## src/rtl/fft_pkg.sv

```systemverilog
// Shared definitions for the FFT output reorder path: frame sizing, read FSM states and bit reversal.
// Complex words are packed as {re, im}, with re in the upper half.
package fft_pkg;

    localparam int DEF_N_LOG2 = 4;
    localparam int DEF_N      = 2 ** DEF_N_LOG2;
    localparam int BITREV_MAX = 10;

    typedef enum logic {
        IDLE,
        READ
    } rd_state_t;

    // Reverse the low nbits of value; bits at and above nbits come back zero.
    function automatic logic [BITREV_MAX-1:0] bitrev(input logic [BITREV_MAX-1:0] value,
                                                      input int nbits);
        logic [BITREV_MAX-1:0] rev;
        rev = {<<{value}};
        return rev >> (BITREV_MAX - nbits);
    endfunction

endpackage

```

## src/rtl/fft_reorder_ram.sv

```systemverilog
// Simple dual-port frame buffer: synchronous write, registered write-first read.
// The top-level bank select is the address MSB.
module fft_reorder_ram #(
    parameter int DATA_W = 16,
    parameter int ADDR_W = 5
) (
    input  logic              clk,
    input  logic              rst,
    input  logic              we,
    input  logic [ADDR_W-1:0] waddr,
    input  logic [DATA_W-1:0] wdata,
    input  logic              re,
    input  logic [ADDR_W-1:0] raddr,
    output logic [DATA_W-1:0] rdata
);

    logic [DATA_W-1:0] mem [2**ADDR_W];

    always_ff @(posedge clk) begin
        if (we) mem[waddr] <= wdata;
    end

    // Read register holds its value when re is low, so the output data stays put while idle.
    always_ff @(posedge clk or posedge rst) begin
        if (rst)
            rdata <= '0;
        else if (re)
            rdata <= (we && (waddr == raddr)) ? wdata : mem[raddr];
    end

endmodule

```

## src/rtl/fft_bitrev_reorder.sv

```systemverilog
// Bit-reversed to natural-order reorder buffer for the SDF FFT output, ping-pong banked.
//   state | meaning
//   IDLE  | no full bank pending; outputs invalid, data held
//   READ  | streaming bank rd_bank in natural order, one bin per cycle
module fft_bitrev_reorder
    import fft_pkg::*;
#(
    parameter int WIDTH  = 8,
    parameter int N_LOG2 = DEF_N_LOG2
) (
    input  logic                    clk,
    input  logic                    rst,
    input  logic                    enable_in,
    input  logic signed [WIDTH-1:0] in_re,
    input  logic signed [WIDTH-1:0] in_im,
    output logic                    enable_out,
    output logic signed [WIDTH-1:0] out_re,
    output logic signed [WIDTH-1:0] out_im,
    output logic                    frame_start
);

    logic [N_LOG2-1:0]  wr_cnt;
    logic [N_LOG2-1:0]  rd_cnt;
    logic [N_LOG2-1:0]  rd_cnt_nxt;
    logic               wr_bank;
    logic               rd_bank;
    logic               rd_bank_nxt;
    logic               rd_other;
    logic [1:0]         bank_full;
    logic [1:0]         full_set;
    logic [1:0]         full_clr;
    logic               wr_done;
    logic               rd_en;
    rd_state_t          state;
    rd_state_t          state_nxt;
    logic [N_LOG2:0]    waddr;
    logic [N_LOG2:0]    raddr;
    logic [2*WIDTH-1:0] rd_data;

    assign wr_done  = enable_in && (&wr_cnt);
    assign rd_other = ~rd_bank;
    assign full_set = {wr_done & wr_bank, wr_done & ~wr_bank};
    assign waddr    = {wr_bank, N_LOG2'(bitrev(BITREV_MAX'(wr_cnt), N_LOG2))};
    assign raddr    = {rd_bank, rd_cnt};

    always_ff @(posedge clk or posedge rst) begin
        if (rst) begin
            wr_cnt  <= '0;
            wr_bank <= 1'b0;
        end else if (enable_in) begin
            wr_cnt <= wr_cnt + 1'b1;
            if (&wr_cnt) wr_bank <= ~wr_bank;
        end
    end

    // Set wins over clear: an overrun simply overwrites the bank.
    always_ff @(posedge clk or posedge rst) begin
        if (rst)
            bank_full <= '0;
        else
            bank_full <= (bank_full & ~full_clr) | full_set;
    end

    always_ff @(posedge clk or posedge rst) begin
        if (rst) begin
            state   <= IDLE;
            rd_cnt  <= '0;
            rd_bank <= 1'b0;
        end else begin
            state   <= state_nxt;
            rd_cnt  <= rd_cnt_nxt;
            rd_bank <= rd_bank_nxt;
        end
    end

    // A frame completing on this edge counts as full already, so bin 0 leaves one edge later.
    always_comb begin
        state_nxt   = state;
        rd_cnt_nxt  = rd_cnt;
        rd_bank_nxt = rd_bank;
        full_clr    = '0;
        rd_en       = 1'b0;
        case (state)
            IDLE: begin
                if (bank_full[rd_bank] || (wr_done && (wr_bank == rd_bank))) begin
                    state_nxt  = READ;
                    rd_cnt_nxt = '0;
                end
            end
            READ: begin
                rd_en      = 1'b1;
                rd_cnt_nxt = rd_cnt + 1'b1;
                if (&rd_cnt) begin
                    full_clr[rd_bank] = 1'b1;
                    rd_bank_nxt       = rd_other;
                    if (!(bank_full[rd_other] || (wr_done && (wr_bank == rd_other))))
                        state_nxt = IDLE;
                end
            end
            default: state_nxt = IDLE;
        endcase
    end

    always_ff @(posedge clk or posedge rst) begin
        if (rst) begin
            enable_out  <= 1'b0;
            frame_start <= 1'b0;
        end else begin
            enable_out  <= rd_en;
            frame_start <= rd_en && (rd_cnt == '0);
        end
    end

    fft_reorder_ram #(
        .DATA_W(2 * WIDTH),
        .ADDR_W(N_LOG2 + 1)
    ) u_ram (
        .clk  (clk),
        .rst  (rst),
        .we   (enable_in),
        .waddr(waddr),
        .wdata({in_re, in_im}),
        .re   (rd_en),
        .raddr(raddr),
        .rdata(rd_data)
    );

    assign out_re = rd_data[2*WIDTH-1:WIDTH];
    assign out_im = rd_data[WIDTH-1:0];

    a_no_overrun: assert property (@(posedge clk) disable iff (rst)
        !(wr_done && bank_full[wr_bank]));

endmodule

```

## config.mk

```make
export PLATFORM = sky130hd
export DESIGN_NAME = fft_bitrev_reorder
export DESIGN_NICKNAME = d
export VERILOG_FILES = /design/src/rtl/fft_pkg.sv /design/src/rtl/fft_reorder_ram.sv /design/src/rtl/fft_bitrev_reorder.sv
export SDC_FILE = /design/constraint.sdc
export NUM_CORES = 1
export LEC_CHECK = 0
export BUFFER_PORTS_ARGS = -buffer_cell sky130_fd_sc_hd__buf_2
export CAP_MARGIN = 20
export CORE_UTILIZATION = 52
export DETAILED_ROUTE_END_ITERATION = 16
export PLACE_DENSITY_LB_ADDON = 0.08
export SLEW_MARGIN = 20
export SYNTH_ARGS = -nofsm -noshare
export SYNTH_HDL_FRONTEND = slang
export SYNTH_SLANG_ARGS = --single-unit
```

## constraint.sdc

```tcl
create_clock -name clk -period 6.7 [get_ports clk]
set_input_delay 0.67 -clock clk [delete_from_list [all_inputs] [get_ports clk]]
set_output_delay 0.67 -clock clk [all_outputs]
set_load 0.05 [all_outputs]
```

# After elaboration in Yosys (flattened, before gate mapping)
# Memories as Yosys holds them, arrays and structs flattened. A register that Yosys moved wholly into a read port is not among the register bits.
# Cells that the tools add are included.
[totals] word_cells=54 rom_bits=0 regBits=15 ramBits=512 in_bits=19 memories=1 latchBits=0
[classes] bitwise=8 div=0 n_mul=0 order_cmp=3 n_mux=17 n_addsub=2 reduce_logical=12 n_eq_ne=3 n_shift=0
[mem_list] memory="u_ram.mem" words=32 word_bits=16 read_ports=1 rd_ports_with_merged_regs=1 wr=1 line_no="fft_reorder_ram.sv:17" source="logic [DATA_W-1:0] mem [2**ADDR_W];"
[op_table] op="1-bit two-way mux" n=11
[op_table] op="5-bit AND reduction" n=2
[op_table] op="4-bit by 1-bit adder with 4-bit output, second input constant" n=2
[op_table] op="4-bit case mux with 2 select lines" n=1
[op_table] op="4-bit AND reduction" n=2
[op_table] op="1-bit logical AND" n=5
[op_table] op="4-bit zero test" n=1
[op_table] op="1-bit by 2-bit < comparator with 1-bit output, second input constant" n=2
[op_table] op="2-bit two-way mux" n=2
[op_table] op="4-bit two-way mux" n=1
[op_table] op="1-bit inverter" n=3
[op_table] op="1-bit AND" n=2
[op_table] op="2-bit AND" n=1
[op_table] op="1-bit equality test" n=2
[op_table] op="1-bit logical OR" n=2
[op_table] op="2-bit inequality test, second input constant" n=1
[op_table] op="2-bit inverter" n=1
[op_table] op="2-bit OR" n=1
[op_table] op="1-bit case mux with 2 select lines" n=1
[op_table] op="1-bit demux with 1-bit select" n=1
[op_table] op="1-bit >= comparator, second input constant" n=1

# Depth between registers and ports, before layout
# Gate-level depths: netlist of run 1.
[depth] ltp_word=9 depth_mapped=10 depth_no_buf=5

# Hierarchy
# A second synthesis of run 1 with hierarchy kept.
[unflattened] cells_unflattened=1057 area_unflattened_um2=21330.5
[by_module_without_submodules] mod="fft_reorder_ram" area_per_inst_um2=20613.5 instances=1 cells_each=999
[by_module_without_submodules] mod="fft_bitrev_reorder" area_per_inst_um2=716.9 instances=1 cells_each=58

# Worst setup path after synthesis of run 1
# OpenSTA, ideal clock, no wires.
[synth_path] kind="input to register" from="input enable_in" to="memory u_ram.mem[28][0], enable pin" stages=4 slack_ps=4018 t_arrival_ps=2294 n_path_buf=2 path_cell_list="clkbuf_1 > or3b_2 > clkbuf_1 > nor2_1"
[synth_via] elab_chain_cells=2
[synth_rtl] item="from (decl)" line_no="fft_bitrev_reorder.sv:13" source="input logic enable_in,"
[synth_rtl] item="1-bit two-way mux" line_no="fft_reorder_ram.sv:20" source="if (we) mem[waddr] <= wdata;"
[synth_rtl] item="1-bit two-way mux (implied by the code)" line_no="fft_reorder_ram.sv:20"
[synth_rtl] item="to (decl)" line_no="fft_reorder_ram.sv:17"
# Every way passes these cells.

==> impl_metrics.csv, run 1 <==
group,metric,value,unit
worst_hold_path,hp-class,"in2async",
floorplanning,initial_core_util,53.0,%
clocking,cts_resized,0,
setup_path,crit_arrival,3.84,ns
timing,setup_viol,0,
synth,async_reset_ff_share,5.71,%
synth,syn_inst,1060,
setup_path,r2r_start,"rd_cnt[0]",
pwr,p_per_area,425,nW/um2
drt,vias,10400,
clocking,hold_buffers,0,
pwr,peakVddDrop,0.000275,V
drt,post_drt_wl_per_cell,27.7,um
cells_and_area,drive_gt1_share,23.6,%
synth,yosysSeqAreaShare,76.1,%
timing,hold_violations,0,
clocking,clock-root-buffer,"clkbuf_16",
global_routing,gr-usage-met1,34.3,%
synth,yosys.area.top_type_share,72.5,%
pwr,leakage,7.97,nW
place,pre_cts_slack,3.28,ns
synth,synth.area.top_cells,"edfxtp_1 (72%), mux4_2 (7.9%), mux2i_1 (4.5%)",
timing,drv_slew,0,
cells_and_area,insertedDiodeCount,0,
drt,drt_pass1_iterations,8,
clocking,post_cts_buffers,0,
setup_path,critPathKind,"reg2reg",
drt,avgViaCountPerCell,6.10,
timing,worst_slack,3.34,ns
place,gp_congestion,0.856,
synth,syn-cell-area,21200,um2
global_routing,track_usage,23.5,%
synth,synth_flop_cell,"edfxtp_1",
place,place_hpwl,27900,um
setup_path,slowest_delay,1.04,ns
synth,ys_ff_latch,543,
synth,syn-num-nets,1082,
timing,fmax,298,MHz
floorplanning,dieWidth,204,um
clocking,htree_num_levels,2,
timing,finClkSkew,0.0202,ns
drt,drt_iter0_drc,869,
status,status,"finished, final reports clean",
clocking,cts_buffers,55,
global_routing,grt_pass1_vias,10400,
setup_path,critPathSlowestCell,"dfrtp_4",
clocking,clkSlewWorstSetupHoldPaths,0.06,ns
timing,timing.hold.ws,0.156,ns
setup_path,start_kind,"flip-flop",
timing,finalSetupTns,0,ns
setup_path,endpoint_kind,"flip-flop",
synth,synth_top_area_cell,"edfxtp_1",
timing,timing.final.crit_share,50.2,%
timing,slew_headroom,25.7,%
floorplanning,io_pins,37,
floorplanning,coreArea,40000,um2
floorplanning,core.rowCount,73,
drt,drc,0,
clocking,cts_sinks,543,
synth,syn_area_per_cell,20.0,um2
timing,rsz0062_at_grt,"false",
global_routing,grt_util_met3,4.11,%
global_routing,top_usage_layer,"met2",
global_routing,grt_overflow_total,0,
synth,synth-edff-count,512,
cells_and_area,syn_to_final_growth,12.6,%
synth,synth_most_common_cell,"edfxtp_1",
setup_path,path_max_fanout,47,
clocking,cts_tree,"built",
timing,worst_pin_slew,1.11,ns
global_routing,grt_start_max_net_pins,75,
setup_path,startpoint,"rd_cnt[0]",
cells_and_area,fin_nets,1154,
place,io_buffers,36,
timing,period_minus_slack,3.36,ns
synth,synth_cell_types,54,
clocking,cts.path.max_buffers,3,
job,max_cap_violations,0,
synth,ys_top_cells_by_count,"edfxtp_1 (512), mux2i_1 (96), mux4_2 (74)",
synth,yosys_warnings,0,
global_routing,antenna_found_initial,1,
setup_path,crit_chain,"buf_4 > mux4_2 > a22o_1 > a2111oi_2 > a21oi_1 > a221o_1",
global_routing,grt_pass1_wl,70000,um
setup_path,worstPathRequired,7.18,ns
floorplanning,dieHeight,204,um
drt,wl,47100,um
floorplanning,dieArea,41600,um2
global_routing,grt_use_met2,36.1,%
clocking,clk_latency,0.59,ns
drt,ant_nets,0,
[path summary, 6_finish.rpt]
check | to | depth (start not counted) | slack, ns
max | u_ram.rdata[5] | 6 | 3.34
min in group clk | wr_cnt[0] | 2 | 0.42
min | enable_out | 3 | 0.16
min reg2reg | u_ram.rdata[0] | 1 | 0.54
max in group asynchronous | rd_cnt[0] | 3 | 6.16
max reg2reg | u_ram.rdata[5] | 6 | 3.34
[layer usage]
metal	up-vias	part of all wire [%]	routed length, um
li1	4539	-	-
met1	5520	45	21000
met2	261	48	22400
met3	70	5.4	2540
met4	2	2.6	1200
met5	-	0.028	13
[per-stage QoR]
| stage | std cells | area [um2] | total power [mW] | util [%] |
|---|---|---|---|---|
| CTS | 1701 | 23900 | 10.2 | 59.6 |
| finish | 1703 | 23900 | 10.1 | 59.7 |
| detailed placement | 1598 | 22100 | 7.23 | 55.1 |
| global route | 1703 | 23900 | 10.6 | 59.7 |
| floorplan | 1060 | 21200 | 6.42 | - |
| global placement | 1596 | 22000 | 7.20 | 55.1 |
[flip-flops by register name, summed over array words and instances, names as in the netlist]
| name | cells |
|---|---|
| u_ram.mem | 512 |
| u_ram.rdata | 16 |
| rd_cnt | 4 |
| wr_cnt | 4 |
| bank_full | 2 |
| enable_out | 1 |
| frame_start | 1 |
| rd_bank | 1 |
| state | 1 |
| wr_bank | 1 |
[final cells by class]
type / instances / area, um2
clock inverter: 33 / 283
tap: 525 / 657
multi-input combinational: 448 / 4730
inverter: 8 / 30.0
sequential: 543 / 16200
timing repair buffer: 76 / 508
clock buffer: 70 / 1510
fill: 2919 / 16100
[power breakdown]
group	total (mW)	internal, mW	switching (mW)
clock network	3.01	1.75	1.26
logic	2.80	1.17	1.63
registers	4.33	4.02	0.309
total	10.1	6.94	3.20
[worst max-delay path: cells and delay by family (launching register included)]
family / cells / cell delay (ns)
compound gates: 4 / 1.00
buf+inv: 1 / 0.58
flops: 1 / 1.04
mux: 1 / 0.56
[cells by family after synthesis]
family / after synthesis / share of synthesized area, %
buffers and inverters: 69 / 1.88
XOR/XNOR: 11 / 0.454
multiplexers: 181 / 13.6
flip-flops: 543 / 76.1
AO/OA/AOI/OAI: 145 / 5.30
AND/OR/NAND/NOR: 108 / 2.47
adder cells (fa/ha/maj): 3 / 0.177
[placed cells by master (no fill, tap or decap), types with 15 or more instances in the layout]
| cell type | Yosys | layout |
|---|---|---|
| a21oi_1 | 29 | 29 |
| a22o_1 | 16 | 16 |
| a22oi_1 | 25 | 25 |
| and3_1 | 15 | 15 |
| buf_2 | 10 | 36 |
| buf_4 | 7 | 35 |
| clkbuf_16 | 0 | 56 |
| dfrtp_1 | 31 | 28 |
| edfxtp_1 | 512 | 512 |
| mux2i_1 | 96 | 96 |
| mux4_2 | 74 | 74 |
| nand2_1 | 22 | 22 |
| nor2_1 | 43 | 23 |
| nor2_2 | 0 | 18 |
(Power assumes the default switching activity.)
==> run 2, diff against run 1 <==
--- a/config.mk
+++ b/config.mk
@@ -5,6 +5,7 @@
 export SDC_FILE = /design/constraint.sdc
 export NUM_CORES = 1
 export LEC_CHECK = 0
+export ABC_AREA = 1
 export BUFFER_PORTS_ARGS = -buffer_cell sky130_fd_sc_hd__buf_2
 export CAP_MARGIN = 20
 export CORE_UTILIZATION = 52
==> constraint.sdc (replaced) <==
create_clock -name clk -period 3.3 [get_ports clk]
set_input_delay 0.33 -clock clk [delete_from_list [all_inputs] [get_ports clk]]
set_output_delay 0.33 -clock clk [all_outputs]
set_load 0.05 [all_outputs]
==> run 2 against run 1 <==
  * Global-route usage grew 3.9 points
  * Flip-flop and latch count is the same
  * Non-clock buffer count grew 17
  * Critical path depth grew 3
  * Critical endpoint is now u_ram.rdata[9]
  * Highest routed layer is now met4
  * Combinational power grew to 2.8 times the previous value
==> impl_metrics.csv, run 2 <==
group,metric,value,unit
status,status,"finished, final reports clean",
drt,drt_iter0_drc,1659,
setup_path,worstPathRequired,3.83,ns
synth,yosysSeqAreaShare,71.1,%
cells_and_area,drive_gt1_share,8.30,%
timing,finClkSkew,0.0226,ns
synth,ys_top_cells_by_count,"nand2_1 (600), edfxtp_1 (512), nor2_1 (311)",
setup_path,crit_arrival,3.01,ns
drt,drc,0,
timing,slew_headroom,31.8,%
clocking,cts_resized,0,
synth,syn_inst,2073,
place,gp_congestion,0.863,
synth,async_reset_ff_share,5.71,%
pwr,peakVddDrop,0.000858,V
timing,timing.final.crit_share,75.2,%
timing,hold_violations,0,
synth,ys_ff_latch,543,
clocking,post_cts_buffers,0,
clocking,cts_sinks,543,
clocking,hold_buffers,1,
pwr,design_power_total,22.5,mW
drt,wl,59500,um
clocking,cts.path.max_buffers,3,
synth,yosys.area.top_type_share,67.7,%
drt,avgViaCountPerCell,5.49,
place,io_buffers,36,
global_routing,grt_overflow_total,0,
setup_path,critPathKind,"reg2reg",
clocking,cts_tree,"built",
floorplanning,dieArea,44500,um2
drt,vias,15000,
timing,worst_pin_slew,1.02,ns
global_routing,grt_pass1_wl,89200,um
clocking,htree_num_levels,2,
pwr,leakage,9.66,nW
timing,setup_viol,0,
cells_and_area,largest_reg_flops,512,
timing,finalSetupTns,0,ns
cells_and_area,fin_nets,2130,
clocking,cts_buffers,55,
timing,period_minus_slack,2.48,ns
cells_and_area,final_cell_mix,"nand2_1 (600), edfxtp_1 (512), nor2_1 (311), nand3_1 (222), inv_1 (106)",
clocking,clk_latency,0.60,ns
timing,rsz0062_at_grt,"false",
setup_path,start_kind,"flip-flop",
global_routing,grt_start_max_net_pins,140,
timing,drv_slew,0,
drt,ant_nets,0,
cells_and_area,final_util,58.6,%
synth,synth_top_area_cell,"edfxtp_1",
setup_path,path_max_fanout,120,
floorplanning,dieHeight,211,um
synth,syn_area_per_cell,11.0,um2
global_routing,track_usage,27.3,%
pwr,p_per_area,893,nW/um2
clocking,clkSlewWorstSetupHoldPaths,0.06,ns
cells_and_area,top_regs,"u_ram.mem: 512 flops, u_ram.rdata: 16 flops",
cells_and_area,layout_commonest_cell,"nand2_1",
clocking,clock-root-buffer,"clkbuf_16",
synth,syn-num-nets,2095,
cells_and_area,multi_input_area,5450,um2
synth,syn-cell-area,22700,um2
drt,post_drt_wl_per_cell,21.8,um
place,place_hpwl,32100,um
floorplanning,coreArea,43100,um2
synth,synth_most_common_cell,"nand2_1",
cells_and_area,top_register,"u_ram.mem",
floorplanning,io_pins,37,
cells_and_area,fillerInstances,3639,
synth,yosys_warnings,0,
synth,synth_cell_types,27,
worst_hold_path,hp-class,"in2reg",
timing,fmax,403,MHz
cells_and_area,syn_to_final_growth,11.1,%
global_routing,antenna_found_initial,3,
job,max_cap_violations,0,
floorplanning,initial_core_util,52.7,%
synth,synth.area.top_cells,"edfxtp_1 (68%), nand2_1 (9.9%), nor2_1 (5.1%)",
floorplanning,core.rowCount,76,
global_routing,grt_pass1_vias,14200,
floorplanning,dieWidth,211,um
setup_path,endpoint_kind,"flip-flop",
synth,synth_flop_cell,"edfxtp_1",
cells_and_area,regArea,16200,um2
synth,synth-edff-count,512,
drt,drt_pass1_iterations,5,
-- run 2: changes by cell type in the layout (fill, tap and decap cells not counted), moves of 11 or more --
cell	change
a21oi_1	+15
a22o_1	-16
a22oi_1	-25
mux2i_1	-96
o221ai_1	-11
nor2_1	+288
o21ai_0	+96
nand2_1	+578
mux4_2	-74
and3_1	-15
buf_4	+12
nor2_2	-15
nand3_1	+218
inv_1	+100
-- run 2: cell families after synthesis --
group / count (synthesis) / share of synthesized area, %
simple gates: 1141 / 20.2
flops: 543 / 71.1
buf+inv: 225 / 4.88
compound gates: 156 / 3.48
xor+xnor: 5 / 0.193
fa+ha+maj: 3 / 0.165
-- run 2: area by class of cell --
| cell class | count | area share (%) |
|---|---|---|
| diodes | 1 | 0.00991 |
| well taps | 585 | 2.90 |
| repair buffers | 93 | 2.89 |
| clock inverters | 14 | 0.481 |
| clock buffers | 80 | 6.43 |
| multi-input cells | 1305 | 21.6 |
| flip-flops and latches | 543 | 64.0 |
| inverters | 110 | 1.67 |
-- run 2: power breakdown --
group | leakage (nW) | total, mW | switching, mW | internal (mW)
clock | 0.863 | 6.06 | 2.52 | 3.54
sequential | 4.98 | 8.57 | 0.376 | 8.19
combinational | 3.82 | 7.91 | 5.76 | 2.15
total | 9.66 | 22.5 | 8.66 | 13.9
-- run 2: path summary, 6_finish.rpt --
check | endpoint | cells after the start | slack, ns | start
max | u_ram.rdata[9] | 9 | 0.82 | rd_cnt[0]
min in group asynchronous | wr_cnt[3] | 3 | 0.33 | rst
min reg2reg | u_ram.rdata[2] | 2 | 0.51 | u_ram.rdata[2]
max reg2reg | u_ram.rdata[9] | 9 | 0.82 | rd_cnt[0]
min | wr_cnt[0] | 2 | 0.07 | enable_in
max in group asynchronous | u_ram.rdata[10] | 5 | 2.17 | rst
-- run 2: routing by layer --
metal / track usage [%] / vias up / share of wire [%]
met4: 8.32 / 0 / 2.5
met1: 39.8 / 7296 / 43
met3: 3.11 / 100 / 7.0
li1: - / 7036 / -
met2: 43.5 / 550 / 47
met5: 0 / - / 0
-- run 2: through the flow --
stage | cells | worst slack [ns] | area (um2) | hold WS (ns)
floorplan | 2073 | 1.39 | 22700 | 0.353
global placement | 2634 | 0.869 | 23500 | 0.492
detailed placement | 2635 | 0.837 | 23500 | 0.407
CTS | 2730 | 0.828 | 25200 | 0.0366
global route | 2730 | 0.651 | 25200 | 0.0660
finish | 2731 | 0.819 | 25200 | 0.0738
-- run 2: worst max-delay path, stage by stage, from the launching register on --
cell and delay [ns]:
dfrtp_4 0.63, buf_12 0.40, nor2_1 0.11, nor2_1 0.09, o21ai_0 0.10, nand3_1 0.08, nand3_1 0.24, nand2_1 0.28
nand3_1 0.11, a21oi_1 0.14
